--- src/rtl/shift_sequencer_if.sv ---
// Request/response bundle between the control unit and the multi-cycle shifter.
// The control unit holds the master side and stalls while busy is high.
interface shift_sequencer_if #(
    parameter int WIDTH   = 16,
    parameter int SHAMT_W = 5
);
    logic               start;
    logic [1:0]         op;
    logic [WIDTH-1:0]   in;
    logic [SHAMT_W-1:0] shamt;
    logic               busy;
    logic               done;
    logic [WIDTH-1:0]   out;

    modport master (
        output start, op, in, shamt,
        input  busy, done, out
    );

    modport slave (
        input  start, op, in, shamt,
        output busy, done, out
    );
endinterface

--- src/rtl/shift_sequencer.sv ---
// Serial shift engine: captures one request in IDLE, shifts the operand one bit
// per clock in SHIFT, then raises done for a single cycle in DONE.
module shift_sequencer #(
    parameter int WIDTH   = 16,
    parameter int SHAMT_W = 5
) (
    input  logic             clk,
    input  logic             rst_n,
    shift_sequencer_if.slave bus
);
    localparam int CNT_W = $clog2(WIDTH) + 1;

    localparam logic [1:0] OP_SLL = 2'b00;
    localparam logic [1:0] OP_SRL = 2'b01;
    localparam logic [1:0] OP_SRA = 2'b10;
    localparam logic [1:0] OP_ROR = 2'b11;

    typedef enum logic [1:0] {
        IDLE  = 2'b00,
        SHIFT = 2'b01,
        DONE  = 2'b10
    } state_t;

    state_t           state;
    state_t           state_next;
    logic [CNT_W-1:0] count;
    logic [CNT_W-1:0] count_start;
    logic [1:0]       op_q;
    logic [WIDTH-1:0] shifted;
    logic             accept;

    assign accept = (state == IDLE) && bus.start;

    // Linear shifts saturate at WIDTH steps; a rotate only needs the residue.
    always_comb begin
        count_start = '0;
        if (bus.op == OP_ROR) begin
            count_start = CNT_W'(32'(bus.shamt) % WIDTH);
        end else if (32'(bus.shamt) >= WIDTH) begin
            count_start = CNT_W'(WIDTH);
        end else begin
            count_start = CNT_W'(bus.shamt);
        end
    end

    always_comb begin
        shifted = bus.out;
        case (op_q)
            OP_SLL:  shifted = {bus.out[WIDTH-2:0], 1'b0};
            OP_SRL:  shifted = {1'b0, bus.out[WIDTH-1:1]};
            OP_SRA:  shifted = {bus.out[WIDTH-1], bus.out[WIDTH-1:1]};
            OP_ROR:  shifted = {bus.out[0], bus.out[WIDTH-1:1]};
            default: shifted = bus.out;
        endcase
    end

    always_comb begin
        state_next = state;
        case (state)
            IDLE: begin
                if (bus.start) begin
                    state_next = (count_start == '0) ? DONE : SHIFT;
                end
            end
            SHIFT: begin
                if (count <= CNT_W'(1)) begin
                    state_next = DONE;
                end
            end
            DONE:    state_next = IDLE;
            default: state_next = IDLE;
        endcase
    end

    always_ff @(posedge clk or negedge rst_n) begin
        if (!rst_n) begin
            state <= IDLE;
        end else begin
            state <= state_next;
        end
    end

    // busy/done are registered from the next state so they line up with it.
    always_ff @(posedge clk or negedge rst_n) begin
        if (!rst_n) begin
            bus.out  <= '0;
            bus.busy <= 1'b0;
            bus.done <= 1'b0;
            count    <= '0;
            op_q     <= OP_SLL;
        end else begin
            bus.busy <= (state_next != IDLE);
            bus.done <= (state_next == DONE);
            if (accept) begin
                bus.out <= bus.in;
                op_q    <= bus.op;
                count   <= count_start;
            end else if (state == SHIFT) begin
                bus.out <= shifted;
                count   <= count - CNT_W'(1);
            end
        end
    end
endmodule
--- src/flat_wrapper.sv ---
// flat-port wrapper written by rule: the top's interface ports become plain ports
module shift_sequencer_flat 
#(
    parameter int WIDTH   = 16,
    parameter int SHAMT_W = 5
)
  (clk, rst_n, bus_start, bus_op, bus_in, bus_shamt, bus_busy, bus_done, bus_out);
  shift_sequencer_if #(.WIDTH(WIDTH), .SHAMT_W(SHAMT_W)) bus_i ();
  input  logic clk;
  input  logic rst_n;
  input wire logic [$bits(bus_i.start)-1:0] bus_start;
  input wire logic [$bits(bus_i.op)-1:0] bus_op;
  input wire logic [$bits(bus_i.in)-1:0] bus_in;
  input wire logic [$bits(bus_i.shamt)-1:0] bus_shamt;
  output wire logic [$bits(bus_i.busy)-1:0] bus_busy;
  output wire logic [$bits(bus_i.done)-1:0] bus_done;
  output wire logic [$bits(bus_i.out)-1:0] bus_out;
  assign bus_i.start = bus_start;
  assign bus_i.op = bus_op;
  assign bus_i.in = bus_in;
  assign bus_i.shamt = bus_shamt;
  assign bus_busy = bus_i.busy;
  assign bus_done = bus_i.done;
  assign bus_out = bus_i.out;
  shift_sequencer #(.WIDTH(WIDTH), .SHAMT_W(SHAMT_W)) u_core (.clk(clk), .rst_n(rst_n), .bus(bus_i));
endmodule
--- config.mk ---
export PLATFORM = sky130hd
export DESIGN_NAME = shift_sequencer_flat
export DESIGN_NICKNAME = d
export VERILOG_FILES = /design/src/rtl/shift_sequencer_if.sv /design/src/rtl/shift_sequencer.sv /design/src/flat_wrapper.sv
export SDC_FILE = /design/constraint.sdc
export NUM_CORES = 1
export LEC_CHECK = 0
export ABC_AREA = 1
export ABC_CLOCK_PERIOD_IN_PS = 1400
export CORE_ASPECT_RATIO = 1.75
export CORE_MARGIN = 2
export CORE_UTILIZATION = 43
export CTS_BUF_LIST = sky130_fd_sc_hd__clkbuf_4 sky130_fd_sc_hd__clkbuf_8 sky130_fd_sc_hd__clkbuf_16
export CTS_CLUSTER_DIAMETER = 60
export CTS_CLUSTER_SIZE = 12
export DETAILED_ROUTE_END_ITERATION = 16
export PLACE_DENSITY = 0.76
export SLEW_MARGIN = 30
export SYNTH_ARGS = -nofsm -noshare
export SYNTH_HDL_FRONTEND = slang
export SYNTH_SLANG_ARGS = --single-unit
export TNS_END_PERCENT = 10
--- constraint.sdc ---
create_clock -name clk -period 1.4 [get_ports clk]
set_clock_uncertainty 0.2 [all_clocks]
set_input_delay 0.35 -clock clk [delete_from_list [all_inputs] [get_ports clk]]
set_output_delay 0.35 -clock clk [all_outputs]
set_load 0.02 [all_outputs]
Word level (Yosys, flattened, before mapping)
Cells that the tools add are included.
{"block": "op_classes", "add_sub_neg": 1, "order_cmp": 2, "n_eq_ne": 7, "n_mux": 11, "reduce_logical": 7}
{"cell": "$pmux 16 s4", "count": 1}
{"cell": "$mux 16", "count": 2}
{"cell": "$mux 5", "count": 4}
{"cell": "$eq 2x2->1 const B", "count": 4}
{"cell": "$mux 2", "count": 3}
{"cell": "$ge 5x5->1 const B", "count": 1}
{"cell": "$le 5x1->1 const B", "count": 1}
{"cell": "$logic_not 5->1", "count": 1}
{"cell": "$sub 5x1->5 const B", "count": 1}
{"cell": "$eq 2x1->1 const B", "count": 2}
{"cell": "$logic_not 2->1", "count": 2}
{"cell": "$pmux 2 s2", "count": 1}
{"cell": "$reduce_bool 2->1", "count": 2}
{"cell": "$ne 2x1->1 const B", "count": 1}
{"cell": "$reduce_and 2->1", "count": 1}
{"cell": "$logic_and 1x1->1", "count": 1}
{"block": "totals", "reg_bits": 27, "output_inout_bits": 18, "word_cells": 35}

Longest topological paths before layout
Gate-level depths: netlist of run 1.
{"block": "depth", "word_depth": 8, "depth_mapped": 8, "ltp_nobuf": 8}

Worst setup path after synthesis of run 1
Ideal clock, no wire load.
{"block": "synth_path", "kind": "register to register", "startpoint": "reg u_core.count[0]", "endpoint": "reg u_core.count[4]", "arrival_time_ns": 1.029, "required_time_ns": 1.084, "path_slack_ns": 0.054, "stages_incl_launch_ff": 8, "path_buffers": 0, "synth_period_minus_slack_ns": 1.346, "path_cell_list": "dfrtp_1 -> inv_1 -> ha_1 -> nand2_1 -> o21ai_0 -> nand3_1 -> nand2_1 -> nand2_1"}
{"block": "synth_via", "elab_chain_cells": 3}
{"item": "start: declaration", "line": "shift_sequencer.sv:26", "source": "logic [CNT_W-1:0] count;"}
{"item": "start signal: assignment", "line": "shift_sequencer.sv:97", "source": "count <= count_start;"}
{"item": "start signal: assignment", "line": "shift_sequencer.sv:100", "source": "count <= count - CNT_W'(1);"}
{"item": "$sub 5x1->5", "line": "shift_sequencer.sv:100"}
{"item": "$mux 5", "line": "shift_sequencer.sv:98", "source": "end else if (state == SHIFT) begin"}
{"item": "$mux 5", "line": "shift_sequencer.sv:94", "source": "if (accept) begin"}
Every way passes these cells. The select of a mux whose other input is x is not followed.
A chain may end at the register's enable or synchronous reset.

Worst setup path after layout of run 1
{"block": "layout_path", "startpoint": "reg u_core.bus.out[2]", "endpoint": "out bus_out[2]"}
{"item": "start: declaration", "line": "shift_sequencer_if.sv:22", "source": "output busy, done, out"}
{"item": "start signal: assignment", "line": "shift_sequencer.sv:95", "source": "bus.out <= bus.in;"}
{"item": "start signal: assignment", "line": "shift_sequencer.sv:99", "source": "bus.out <= shifted;"}
{"item": "end: declaration", "line": "flat_wrapper.sv:17", "source": "output wire logic [$bits(bus_i.out)-1:0] bus_out;"}
No word-level cell between the ends.

==> out/metrics.csv, run 1 <==
stage,metric,value,unit
logic_synthesis,ys_seq_area_share,42.6,%
critical_path,path_buf_inv,1,
power_and_ir_drop,seq_power_share,25.7,%
sta,max_slew_margin,85.6,%
sta,worstMarginPinSlew,0.216,ns
clock_network,path_clk_slew,0.09,ns
drt,dr.pass1.iters,4,
sta,fin_ws,0.0251,ns
sta,finalHoldViolations,0,
critical_path,crit_arrival,0.82,ns
power_and_ir_drop,peakVddDrop,1340,uV
floorplanning,start_util,44.1,%
finish,nets,325,
logic_synthesis,synth-edff-count,0,
sta,layout_min_cycle_time,1.37,ns
critical_path,cp_cell_sequence,buf_2,
logic_synthesis,synthesis.nets,253,
logic_synthesis,yosysUniqueCellTypes,19,
global_routing,met2_usage,40.2,%
sta,rsz0062_at_grt,true,
logic_synthesis,ys_warn_count,0,
drt,drt_iter0_drc,63,
clock_network,numCtsBuffers,3,
floorplanning,io_pins,44,
floorplanning,rows,29,
finish,synthToLayoutAreaGrowth,43.3,%
sta,tns,0,ns
finish,antennaDiodeCount,0,
placement,pre_cts_slack,-0.370,ns
logic_synthesis,avgSynthCellArea,7.05,sq um
finish,stdcell_count,342,
critical_path,cp-end-kind,output port,
clock_network,clock_tree.root_cell,clkbuf_8,
drt,via_count,1750,
power_and_ir_drop,power_frac_clock,8.5,%
finish,nFillCells,336,
clock_network,htree_levels,1,
power_and_ir_drop,combPwrFrac,65.8,%
global_routing,grt_first_pass_wirelength,7300,um
logic_synthesis,yosysTopAreaCell,dfrtp_1,
power_and_ir_drop,p_per_area,2370,nW/um^2
clock_network,cts.sinks,27,
clock_network,clockBufferDepth,2,
logic_synthesis,yosysTopAreaCellShare,42.6,%
global_routing,grt_overflow_total,0,
drt,wl_per_cell,12.4,um
logic_synthesis,ys_top_cells_by_count,"60 x nand2_1, 33 x nor2_1, 27 x dfrtp_1",
logic_synthesis,syn_inst,225,
global_routing,grt_max_degree,28,
global_routing,grt_pass1_vias,1676,
critical_path,crit_path_max_fanout,2,
global_routing,busiest_layer,met2,
global_routing,gr-usage-met1,25.4,%
drt,wirelength,4260,um
critical_path,slowest_delay,0.40,ns
placement,dp_hpwl,3260,um
logic_synthesis,synthTopCellsByArea,"dfrtp_1 43%, nand2_1 14%, nor2_1 7.8%, o21ai_1 7.3%, o21ai_0 6.6%",
drt,drc_errors,0,
sta,max_freq,727,MHz
clock_network,clock_latency,0.27,ns
placement,place_area,2280,sq um
placement,place.gp.congestion,0.910,
critical_path,crit_slowest_cell,dfrtp_1,
sta,setup_violations,0,
global_routing,antenna_found_initial,0,
sta,fin_crit_sh,98.2,%
critical_path,reg2reg_slack,0.03,ns
finish,final_area,2270,sq um
power_and_ir_drop,p_leak,0.00113,uW
run_status,status,"complete, no violations",
critical_path,required,0.85,ns
job,maxCapViolCount,0,
logic_synthesis,synth_top_flop_cell,dfrtp_1,
power_and_ir_drop,total_power,5370,uW
power_and_ir_drop,power_switching,2490,uW
clock_network,cts_tree,yes,
floorplanning,coreArea,3590,sq um
global_routing,met3_usage,2.85,%
sta,drv_slew,0,
critical_path,crit_type,reg -> out,
drt,avgViaCountPerCell,5.12,
critical_path,start_kind,flip-flop,
power_and_ir_drop,power.internal,2890,uW
power_and_ir_drop,swShare,46.3,%
floorplanning,die_w,49.9,um
placement,io_buffers,43,
logic_synthesis,synth_most_common_cell,nand2_1,
placement,dp_cells,337,
logic_synthesis,synth.cell_area,1590,sq um
floorplanning,die_y,84.3,um
global_routing,grt.total_usage,22.3,%
logic_synthesis,ys_ff_latch,27,
hold_path,hold_class,in -> async,
logic_synthesis,synthArstFlopShare,100,%
drt,detail-route-antenna-nets,0,
finish,drive_above_1_share,25.0,%
floorplanning,die_area,4210,sq um
critical_path,critical-path-top-delay-family,flip-flops,
## area by class of cell
class                      count  area [sq um]  share of cell area, %
multi-input combinational    167           782                   34.4
sequential                    27           676                   29.7
timing repair buffer          79           634                   27.9
inverter                      19          73.8                   3.25
tap                           46          57.6                   2.53
clock buffer                   4          48.8                   2.15
## registers in the layout, summed over array words and instances, names as in the netlist
| signal | count |
|---|---|
| u_core.bus.busy | 1 |
| u_core.bus.done | 1 |
| u_core.bus.out | 16 |
| u_core.count | 5 |
| u_core.op_q | 2 |
| u_core.state | 2 |
## cell usage in the layout, fill, tap and decap left out
| master | count |
|---|---|
| dlygate4sd2_1 | 1 |
| nor2_2 | 2 |
| dfrtp_1 | 27 |
| clkdlybuf4s50_1 | 24 |
| o22ai_1 | 1 |
| nand3_4 | 1 |
| a21oi_1 | 2 |
| inv_4 | 1 |
| clkbuf_4 | 1 |
| clkbuf_8 | 3 |
| inv_1 | 13 |
| inv_2 | 5 |
| o21ai_1 | 28 |
| a21oi_2 | 3 |
| o21ai_0 | 16 |
| ha_1 | 1 |
| nand2_2 | 2 |
| nand3_1 | 17 |
| buf_4 | 34 |
| nand2_1 | 59 |
| buf_2 | 18 |
| nor2_1 | 33 |
| buf_12 | 2 |
| ha_4 | 1 |
| o21ai_2 | 1 |
## per-stage QoR
step / hold slack (ns) / util, %
2_1_floorplan: -0.146 / -
3_3_place_gp: 0.241 / 63.5
3_5_place_dp: 0.246 / 63.5
4_1_cts: 0.230 / 62.9
5_1_grt: 0.220 / 63.3
6_report: 0.226 / 63.3
## power by group through the flow
stage                     clock network [uW]  logic, uW  registers, uW
after CTS                                466       3490           1380
after detailed placement                   0       3650           1400
after floorplan                            0       1800           1700
after global placement                     0       3580           1390
after global routing                     512       3950           1420
final                                    456       3540           1380
## path summary, 6_finish.rpt
kind                                            endpoint  depth (start not counted)                          start
max                                           bus_out[2]                          1  u_core.bus.out[2]$_DFFE_PN0P_
min                        u_core.bus.out[1]$_DFFE_PN0P_                          2                          rst_n
max reg2reg                  u_core.count[4]$_DFFE_PN0P_                          7    u_core.count[0]$_DFFE_PN0P_
min reg2reg                    u_core.state[0]$_DFF_PN0_                          2      u_core.state[1]$_DFF_PN0_
max in group asynchronous  u_core.bus.out[7]$_DFFE_PN0P_                          2                          rst_n
min in group clk               u_core.state[0]$_DFF_PN0_                          2      u_core.state[1]$_DFF_PN0_
## cells by family (layout without fill, tap and decap cells)
kind of cell / count (synthesis) / in the layout / share of synthesized area, %
simple gates: 114 / 114 / 29.7
compound gates: 51 / 51 / 16.7
buf+inv: 31 / 102 / 9.47
flops: 27 / 27 / 42.6
fa+ha+maj: 2 / 2 / 1.58
## metal layers
layer	vias up	part of all wire, %
met3	8	4.4
met4	0	1.7
met1	821	38
li1	865	-
met2	56	56
met5	-	0
## repair_timing
action	4_1_cts	5_1_grt
resized for setup	77	9
hold buffers	0	0
buffers inserted	0	1
setup endpoints to repair	40	24
pin swaps	0	2
No activity file was read; power rests on OpenSTA's default activity.
==> run 2, diff against run 1 <==
--- a/config.mk
+++ b/config.mk
@@ -8,7 +8,7 @@
 export ABC_AREA = 1
 export ABC_CLOCK_PERIOD_IN_PS = 1400
 export CORE_ASPECT_RATIO = 1.75
-export CORE_MARGIN = 2
+export CORE_MARGIN = 1
 export CORE_UTILIZATION = 43
 export CTS_BUF_LIST = sky130_fd_sc_hd__clkbuf_4 sky130_fd_sc_hd__clkbuf_8 sky130_fd_sc_hd__clkbuf_16
 export CTS_CLUSTER_DIAMETER = 60
==> run 2 against run 1 <==
Die area shrank 6.3%. Core utilization grew 4.4 points. Sequential share of layout area shrank 0.59 points. Largest cell class unchanged. Critical endpoint is now u_core.count[3]$_DFFE_PN0P_.
==> out/metrics.csv, run 2 (synthesis gave the netlist of run 1 again) <==
stage,metric,value,unit,change
critical_path,crit_type,in -> reg,,
global_routing,antenna_found_initial,0,,unchanged
finish,nFillCells,324,,-3.6%
power_and_ir_drop,peakVddDrop,1640,uV,+22%
finish,regMostFlops,u_core.bus.out,,
finish,final_common_cell,nand2_1,,
clock_network,cts.sinks,27,,unchanged
hold_path,hold_class,in -> async,,
floorplanning,die_w,47.9,um,-4.0%
finish,reg_top3,"u_core.bus.out: 16 flops, u_core.count: 5 flops",,
run_status,status,"complete, no violations",,
drt,drt_iter0_drc,71,,+13%
critical_path,rr_worst_depth,6,,-1
sta,layout_min_cycle_time,1.40,ns,+0.0212 ns
clock_network,cts_tree,yes,,
floorplanning,io_pins,44,,unchanged
power_and_ir_drop,p_per_area,2390,nW/um^2,+1.2%
drt,wirelength,4310,um,+1.2%
drt,drc_errors,0,,unchanged
critical_path,crit_path_max_fanout,4,,+2
sta,worstMarginPinSlew,0.231,ns,+0.0153 ns
placement,io_buffers,43,,unchanged
global_routing,grt_first_pass_wirelength,6800,um,-6.9%
job,maxCapViolCount,0,,unchanged
sta,fin_hold_ws,0.211,ns,-0.0146 ns
sta,max_freq,716,MHz,-1.5%
drt,met3_wirelength,202,um,+8.6%
critical_path,path_buf_inv,2,,+1
drt,wl_met1,1600,um,-0.80%
floorplanning,die_y,82.3,um,-2.4%
drt,wl_per_cell,12.7,um,+2.1%
finish,largest_reg_flops,16,,unchanged
drt,detail-route-antenna-nets,0,,unchanged
drt,highest_layer,met4,,
critical_path,cp-end-kind,flip-flop,,
critical_path,slowest_delay,0.48,ns,+0.08 ns
floorplanning,rows,28,,-3.4%
critical_path,required,1.43,ns,+0.58 ns
sta,setup_violations,0,,unchanged
critical_path,crit_slowest_cell,clkdlybuf4s50_1,,
clock_network,htree_levels,1,,unchanged
finish,synthToLayoutAreaGrowth,46.5,%,
critical_path,reg2reg_to,u_core.count[2]$_DFFE_PN0P_,,
critical_path,crit_arrival,1.43,ns,+0.61 ns
sta,finalHoldViolations,0,,unchanged
global_routing,grt_overflow_total,0,,unchanged
global_routing,grt.total_usage,24.3,%,+2.0 points
critical_path,reg2reg_slack,0.03,ns,about the same
drt,via_count,1688,,-3.5%
global_routing,grt_max_degree,28,,unchanged
finish,fin_util,67.6,%,+4.4 points
clock_network,numCtsBuffers,3,,unchanged
finish,drive_above_1_share,26.5,%,+1.5 points
sta,max_slew_margin,84.5,%,-1.1 points
clock_network,clock_tree.root_cell,clkbuf_8,,
critical_path,start_kind,input port,,
placement,dp_hpwl,3090,um,-5.2%
drt,avgViaCountPerCell,4.98,,-2.7%
critical_path,critical-path-top-delay-family,buffers and inverters,,
sta,fin_crit_sh,99.7,%,+1.5 points
clock_network,path_clk_slew,0.11,ns,+0.02 ns
floorplanning,start_util,46.2,%,+2.0 points
global_routing,grt_pass1_vias,1633,,-2.6%
drt,dr.pass1.iters,4,,unchanged
drt,wl_met2,2450,um,+2.9%
clock_network,clockBufferDepth,2,,unchanged
placement,place.gp.congestion,0.856,,-5.9%
power_and_ir_drop,total_power,5560,uW,+3.4%
floorplanning,coreArea,3430,sq um,-4.4%
finish,final_cell_mix,"58 x nand2_1, 30 x nor2_1, 29 x buf_4",,
finish,nets,323,,-0.62%
finish,antennaDiodeCount,0,,unchanged
sta,rsz0062_at_grt,true,,
clock_network,clock_latency,0.28,ns,about the same
floorplanning,die_area,3940,sq um,-6.3%
critical_path,crit_top_cell,nand2_1,,
critical_path,cp_cell_sequence,clkdlybuf4s50_1 > nand2_1 > nand2_2 > inv_1 > nor2_2 > nand2_1 > nand2_1 > nand2_1 > nand2_1,,
power_and_ir_drop,p_leak,0.00114,uW,+0.54%
critical_path,reg2reg_from,u_core.state[0]$_DFF_PN0_,,
sta,drv_slew,0,,unchanged
## run 2: changes by cell type in the layout (fill, tap and decap cells not counted), moves of 2 or more
cell | previous run | this run
nor2_2 | 2 | 5
o21ai_0 | 16 | 19
o21ai_1 | 28 | 24
buf_6 | 0 | 3
buf_2 | 18 | 16
nor2_1 | 33 | 30
inv_6 | 0 | 2
buf_4 | 34 | 29
## run 2: worst max-delay path by stage
stage | start | endpoint | slack [ns] | cells past startpoint
after CTS | bus_op[0] | u_core.count[3]$_DFFE_PN0P_ | -0.02 | 9
after global routing | u_core.state[0]$_DFF_PN0_ | u_core.count[2]$_DFFE_PN0P_ | -0.06 | 6
after detailed placement | bus_start | u_core.bus.out[9]$_DFFE_PN0P_ | -0.47 | 5
final | bus_op[0] | u_core.count[3]$_DFFE_PN0P_ | 0.004 | 9
after global placement | bus_start | u_core.bus.out[9]$_DFFE_PN0P_ | -0.40 | 5
after floorplan | u_core.count[0]$_DFFE_PN0P_ | u_core.count[4]$_DFFE_PN0P_ | 0.05 | 7
## run 2: per-stage QoR
step	setup TNS, ns	cell area, sq um	std cells	worst slack, ns
after floorplan	0	1590	225	0.0543
after global placement	-10.41	2260	331	-0.404
after detailed placement	-11.10	2260	331	-0.472
after CTS	-0.0328	2270	338	-0.0162
after global routing	-0.850	2320	339	-0.0565
final	0	2320	339	0.00390
## run 2: final cells by class
class	instances	area [sq um]	share of cell area [%]
clock buffers	3	41.3	1.78
clock inverters	1	8.76	0.377
inverters	19	78.8	3.39
multi-input cells	167	805	34.6
flip-flops and latches	27	677	29.1
well taps	45	56.3	2.42
repair buffers	77	656	28.2
## run 2: worst register-to-register path, stage by stage (launching register included)
cell and delay (ns):
dfrtp_2 0.46, inv_2 0.09, nand3_4 0.12, buf_4 0.18, nor2_1 0.11, o21ai_0 0.10
nand2_1 0.07
## run 2: where the power goes
group	internal, uW	total, uW	switching [uW]
logic	1610	3670	2060
registers	1160	1420	258
clock network	209	473	264
## run 2: timing repair
item / in CTS / in global routing
hold buffers: 0 / 0
buffers inserted: 2 / 1
gates cloned: 1 / 0
endpoints found under the setup margin: 40 / 35
pin swaps: 0 / 4
resized for setup: 83 / 17
## run 2: layer usage
layer	global-route usage [%]	vias to the layer above
met2	43.2	57
met3	3.04	4
met4	10.6	0
met1	27.3	766
li1	-	861
met5	0	-
==> RTL change 1 (flow settings as in run 2) <==
The 3 states of `state_t` get a one-hot encoding in 3 bits.
--- a/src/rtl/shift_sequencer.sv
+++ b/src/rtl/shift_sequencer.sv
@@ -15,10 +15,10 @@
     localparam logic [1:0] OP_SRA = 2'b10;
     localparam logic [1:0] OP_ROR = 2'b11;
 
-    typedef enum logic [1:0] {
-        IDLE  = 2'b00,
-        SHIFT = 2'b01,
-        DONE  = 2'b10
+    typedef enum logic [2:0] {
+        IDLE  = 3'b001,
+        SHIFT = 3'b010,
+        DONE  = 3'b100
     } state_t;
 
     state_t           state;
Formal check against the unedited RTL: same outputs for any inputs over 10 cycles, from zero or initial values and one cycle with rst_n low; not proved beyond that.
==> RTL change 1 against run 2 <==
  * The flow now finishes with violations (negative setup slack)
  * Synthesized cell count rose by 7.1%
  * Worst setup slack got worse by 88 ps
  * Wire length rose by 0.56%
  * Sequential cell count rose by 1
  * Global-route usage fell by 2.1 points
  * Cell area rose by 5.6%
  * Synthesized area rose by 9.0%
  * Total power fell by 2.7%
  * Critical path depth fell by 2
  * Highest routed layer unchanged
==> RTL change 1: results (changes against run 2) <==
Data arrival, critical path: 1450 ps (+20 ps)
DRT Pass-1 Iters: 4 (unchanged)
Fillers: 370 (+14%)
Violated checks: negative setup slack
1st-iter DRT viols: 43 (-39%)
Internal: 0.00293 W (-1.4%)
Final worst slack: -83.8 ps (-87.7 ps)
DP HPWL: 3190 um (+3.4%)
Vias in the first global route: 1,727 (+5.8%)
Share of cells above drive strength 1: 26.6% (+0.052 points)
Setup total negative slack: -1490 ps (-1490 ps)
Worst-path maximum fanout: 19 (+15)
Status: complete, but fails checks
# H-tree levels: 1 (unchanged)
Layout Nets: 345 (+6.8%)
Post-Place Cell Area: 2440 um2 (+8.0%)
Synth top cells by count: nand2_1, nand3_1, dfrtp_1, inv_1, nand2_2
Top Registers: u_core.bus.out x16, u_core.count x5, u_core.state x3
P_leak: 1.33 nW (+17%)
Final Setup Violations: 24 (+24)
Ranking of synthesized cells by area: dfrtp_1, nand2_1, nand3_1
Syn Nets: 269 (+6.3%)
DR vias: 1,793 (+6.2%)
Cells after synthesis: 241 (+7.1%)
Largest register FFs: 16 (unchanged)
Sequential share of the synthesized area: 40.6% (-2.0 points)
Cell variety after synth: 23 (+4)
Worst vdd ir: 1300 uV (-21%)
Fin cells: 364 (+7.4%)
Max_slew headroom: 80.5% (-4.0 points)
Post-Syn Area: 1730 um2 (+9.0%)
Largest net degree at the start of global routing: 24 (-14%)
Wirelength, routed: 4330 um (+0.56%)
Gr usage total: 22.2% (-2.1 points)
CTS clk-pin slew, worst paths: 100 ps
Final RePlAce weighted congestion: 0.919 (+7.3%)
First-pass GRT wire length: 7380 um (+8.6%)
==> RTL change 1: per-stage QoR <==
| step | worst slack, ps | utilization, % |
|---|---|---|
| floorplan | -51.5 | - |
| global placement | -373 | 63.0 |
| detailed placement | -397 | 63.0 |
| CTS | -90.0 | 62.7 |
| global route | -161 | 63.4 |
| finish | -83.8 | 63.4 |
==> RTL change 1: layout make-up <==
| type | count | area share [%] |
|---|---|---|
| Tap cell | 48 | 2.45 |
| Sequential cell | 28 | 28.6 |
| Clock buffer | 4 | 1.99 |
| Multi-Input combinational cell | 178 | 35.2 |
| Inverter | 28 | 4.59 |
| Timing Repair Buffer | 78 | 27.1 |
==> RTL change 1: worst max-delay path, stage by stage (launching register included) <==
cell,delay [ps]
dfstp_2,550
inv_2,60
nor2_4,130
nand2_4,110
nand2_8,120
inv_8,80
nand2_1,60
nand3_1,60
==> RTL change 1: cells by family (layout without fill, tap and decap cells) <==
logic type	count (synthesis)	after routing	synth area share (%)
XOR/XNOR	1	1	0.507
flip-flops	28	28	40.6
AND/OR/NAND/NOR	168	169	44.4
AO/OA/AOI/OAI	6	6	2.03
buffers and inverters	36	110	11.0
adder cells (fa/ha/maj)	2	2	1.45
==> RTL change 1: power by group through the flow <==
stage	combinational [W]	clock, W	sequential (W)
2_1_floorplan	0.00180	0	0.00180
3_3_place_gp	0.00353	0	0.00146
3_5_place_dp	0.00359	0	0.00146
4_1_cts	0.00343	0.000487	0.00145
5_1_grt	0.00387	0.000517	0.00149
6_report	0.00348	0.000478	0.00145
==> RTL change 1: path summary, 6_finish.rpt <==
| kind | slack (ps) | depth (start not counted) | start | end |
|---|---|---|---|---|
| min | 220 | 2 | rst_n | u_core.state[1]$_DFF_PN0_ |
| min in group clk | 360 | 2 | u_core.count[0]$_DFFE_PN0P_ | u_core.count[0]$_DFFE_PN0P_ |
| max reg2reg | -80 | 7 | u_core.state[0]$_DFF_PN1_ | u_core.count[0]$_DFFE_PN0P_ |
| max | -80 | 7 | u_core.state[0]$_DFF_PN1_ | u_core.count[0]$_DFFE_PN0P_ |
| min reg2reg | 360 | 2 | u_core.count[0]$_DFFE_PN0P_ | u_core.count[0]$_DFFE_PN0P_ |
| max in group asynchronous | 550 | 2 | rst_n | u_core.state[0]$_DFF_PN1_ |
==> RTL change 1: timing repair <==
item / in CTS / in global routing
hold buffers: 0 / 0
gates cloned: 1 / 0
hold endpoints to repair: 0 / 0
resized for setup: 77 / 5
buffers inserted: 1 / 2
pin swaps: 5 / 2
endpoints found under the setup margin: 41 / 39
==> RTL change 1: layer usage <==
metal	part of all wire, %	global-route usage [%]	wire length [um]
met1	40	24.6	1730
met2	56	43.4	2440
met3	2.6	1.06	112
met4	1.2	7.27	53
met5	0	0	0
==> RTL change 2 (config.mk and constraints of run 2) <==
Made on the original files. `SHAMT_W` is set to 5 in 3 places; all go to 7.
--- a/src/rtl/shift_sequencer_if.sv
+++ b/src/rtl/shift_sequencer_if.sv
@@ -2,7 +2,7 @@
 // The control unit holds the master side and stalls while busy is high.
 interface shift_sequencer_if #(
     parameter int WIDTH   = 16,
-    parameter int SHAMT_W = 5
+    parameter int SHAMT_W = 7
 );
     logic               start;
     logic [1:0]         op;
--- a/src/rtl/shift_sequencer.sv
+++ b/src/rtl/shift_sequencer.sv
@@ -2,7 +2,7 @@
 // per clock in SHIFT, then raises done for a single cycle in DONE.
 module shift_sequencer #(
     parameter int WIDTH   = 16,
-    parameter int SHAMT_W = 5
+    parameter int SHAMT_W = 7
 ) (
     input  logic             clk,
     input  logic             rst_n,
--- a/src/flat_wrapper.sv
+++ b/src/flat_wrapper.sv
@@ -2,7 +2,7 @@
 module shift_sequencer_flat 
 #(
     parameter int WIDTH   = 16,
-    parameter int SHAMT_W = 5
+    parameter int SHAMT_W = 7
 )
   (clk, rst_n, bus_start, bus_op, bus_in, bus_shamt, bus_busy, bus_done, bus_out);
   shift_sequencer_if #(.WIDTH(WIDTH), .SHAMT_W(SHAMT_W)) bus_i ();
Ports: changed (resized bus_shamt); port bits go from 44 to 46. The function was not compared with the original's and may differ.
==> RTL change 2 against run 2 <==
  * First-iteration DRC count up 1.4%
  * Cell area increased by 4.4%
  * Critical path depth shrank 4
  * Highest routed layer unchanged
  * Wire length increased by 13%
  * The flow now finishes with violations (negative setup slack)
  * Total power increased by 2.8%
  * Synthesized cell count did not move
  * Worst setup slack got worse by 32 ps
  * Synthesized area grew 6.0%
  * Sequential cell count unchanged
==> RTL change 2: results (changes against run 2) <==
Status: complete, but fails checks
Violated checks: negative setup slack
Worst vdd ir: 1170 uV (-29%)
DR vias: 1,836 (+8.8%)
Syn Nets: 255 (+0.79%)
Sequential share of the synthesized area: 40.2% (-2.4 points)
Ys async rst share: 100% (unchanged)
1st-iter DRT viols: 72 (+1.4%)
Post-Place Cell Area: 2350 um2 (+4.0%)
Final worst slack: -27.6 ps (-31.5 ps)
CTS Buf Count: 3 (unchanged)
Placed insts: 338 (+2.1%)
Vias in the first global route: 1,855 (+14%)
Initial antenna violation count: 0 (unchanged)
Max_slew headroom: 77.7% (-6.8 points)
CTS clk-pin slew, worst paths: 100 ps
Top Registers: u_core.bus.out x16, u_core.count x5
Layout Nets: 332 (+2.8%)
DRT Pass-1 Iters: 4 (unchanged)
Share of cells above drive strength 1: 30.6% (+4.0 points)
Fin cells: 347 (+2.4%)
Root Driver: clkbuf_8
Ranking of synthesized cells by area: dfrtp_1, nand2_1, o21ai_1
DP HPWL: 3290 um (+6.7%)
Worst-Skew Late Latency: 270 ps
Mean area per synthesized cell: 7.47 um2 (+6.0%)
Largest net degree at the start of global routing: 28 (unchanged)
Final Setup Violations: 3 (+3)
Setup total negative slack: -42.7 ps (-42.7 ps)
Ant. Diodes: 0 (unchanged)
Final RePlAce weighted congestion: 0.826 (-3.6%)
I/O Buffers: 45 (+4.7%)
Hold Crit Class: input pin to async pin
Worst-path maximum fanout: 9 (+5)
Site Rows: 29 (+3.6%)
# H-tree levels: 1 (unchanged)
Wirelength, routed: 4870 um (+13%)
Synth warnings: 0 (unchanged)
Cell variety after synth: 24 (+5)
First-pass GRT wire length: 7870 um (+16%)
Clk buf depth: 2 (unchanged)
Gr usage total: 24.5% (+0.17 points)
Synth top cells by count: nand2_1, nor2_1, dfrtp_1, o21ai_1
Data arrival, critical path: 1400 ps (-30 ps)
P_leak: 1.19 nW (+5.1%)
## RTL change 2: cell types whose count changed after synthesis, moves of 3 or more
cell / change
o21ai_0: -10
nor2_1: -4
o21ai_2: +5
buf_6: +3
buf_2: -3
## RTL change 2: worst max-delay path, stage by stage, from the launching register on
cell and delay, ps:
dfrtp_2 490, buf_4 200, o21ai_0 190, nand3_1 120, nand2_1 70, o21ai_1 50
## RTL change 2: layer usage
layer  GRT usage [%]  wire length, um  vias to the layer above
li1                -                -                      883
met1            24.9             1710                      869
met2            46.2             2780                       62
met3            1.45              176                       22
met4            16.0              214                        0
met5               0                0                        -
## RTL change 2: repair_timing
item	4_1_cts	5_1_grt
setup endpoints to repair	44	30
gates resized for setup	84	19
cloned	2	1
pin swaps	3	8
setup buffers	1	1
## RTL change 2: layout make-up
type,count,area [um2]
clock buffers,4,48.8
fillers,330,1240
inverters,20,95.1
multi-input cells,168,878
flip-flops and latches,27,679
well taps,46,57.6
repair buffers,82,666
## RTL change 2: cells by family (layout without fill, tap and decap cells)
logic type,Yosys count,after routing,synth area share (%)
DFF,27,27,40.2
buffers and inverters,32,106,11.3
adders and majority gates,2,2,1.49
and+or+nand+nor,115,117,30.0
AOI/OAI and AO/OA,49,49,17.0
## RTL change 2: metrics by stage
step	setup slack, ps	utilization, %	total power, W
after CTS	-53.5	64.8	0.00552
final	-27.6	66.2	0.00571
after global placement	-442	64.0	0.00498
after global routing	-85.8	66.2	0.00615
after floorplan	61.5	-	0.00379
after detailed placement	-480	64.0	0.00508
## RTL change 2: report_power, final
| group | leakage, nW | internal, W | switching [W] | total [W] |
|---|---|---|---|---|
| logic | 0.837 | 0.00155 | 0.00222 | 0.00377 |
| clock network | 0.0262 | 0.000224 | 0.000256 | 0.000480 |
| registers | 0.332 | 0.00117 | 0.000303 | 0.00147 |
| total | 1.19 | 0.00294 | 0.00277 | 0.00571 |
## RTL change 2: final timing paths
path / from / to / slack [ps] / cells past startpoint
worst max-delay path: u_core.op_q[1]$_DFFE_PN0P_ / u_core.bus.out[6]$_DFFE_PN0P_ / -30 / 5
worst min-delay path: rst_n / u_core.op_q[1]$_DFFE_PN0P_ / 220 / 2
worst max register to register: u_core.op_q[1]$_DFFE_PN0P_ / u_core.bus.out[6]$_DFFE_PN0P_ / -30 / 5
worst min register to register: u_core.count[4]$_DFFE_PN0P_ / u_core.count[4]$_DFFE_PN0P_ / 350 / 2
max in group asynchronous: rst_n / u_core.op_q[0]$_DFFE_PN0P_ / 600 / 2
min in group clk: u_core.count[4]$_DFFE_PN0P_ / u_core.count[4]$_DFFE_PN0P_ / 350 / 2
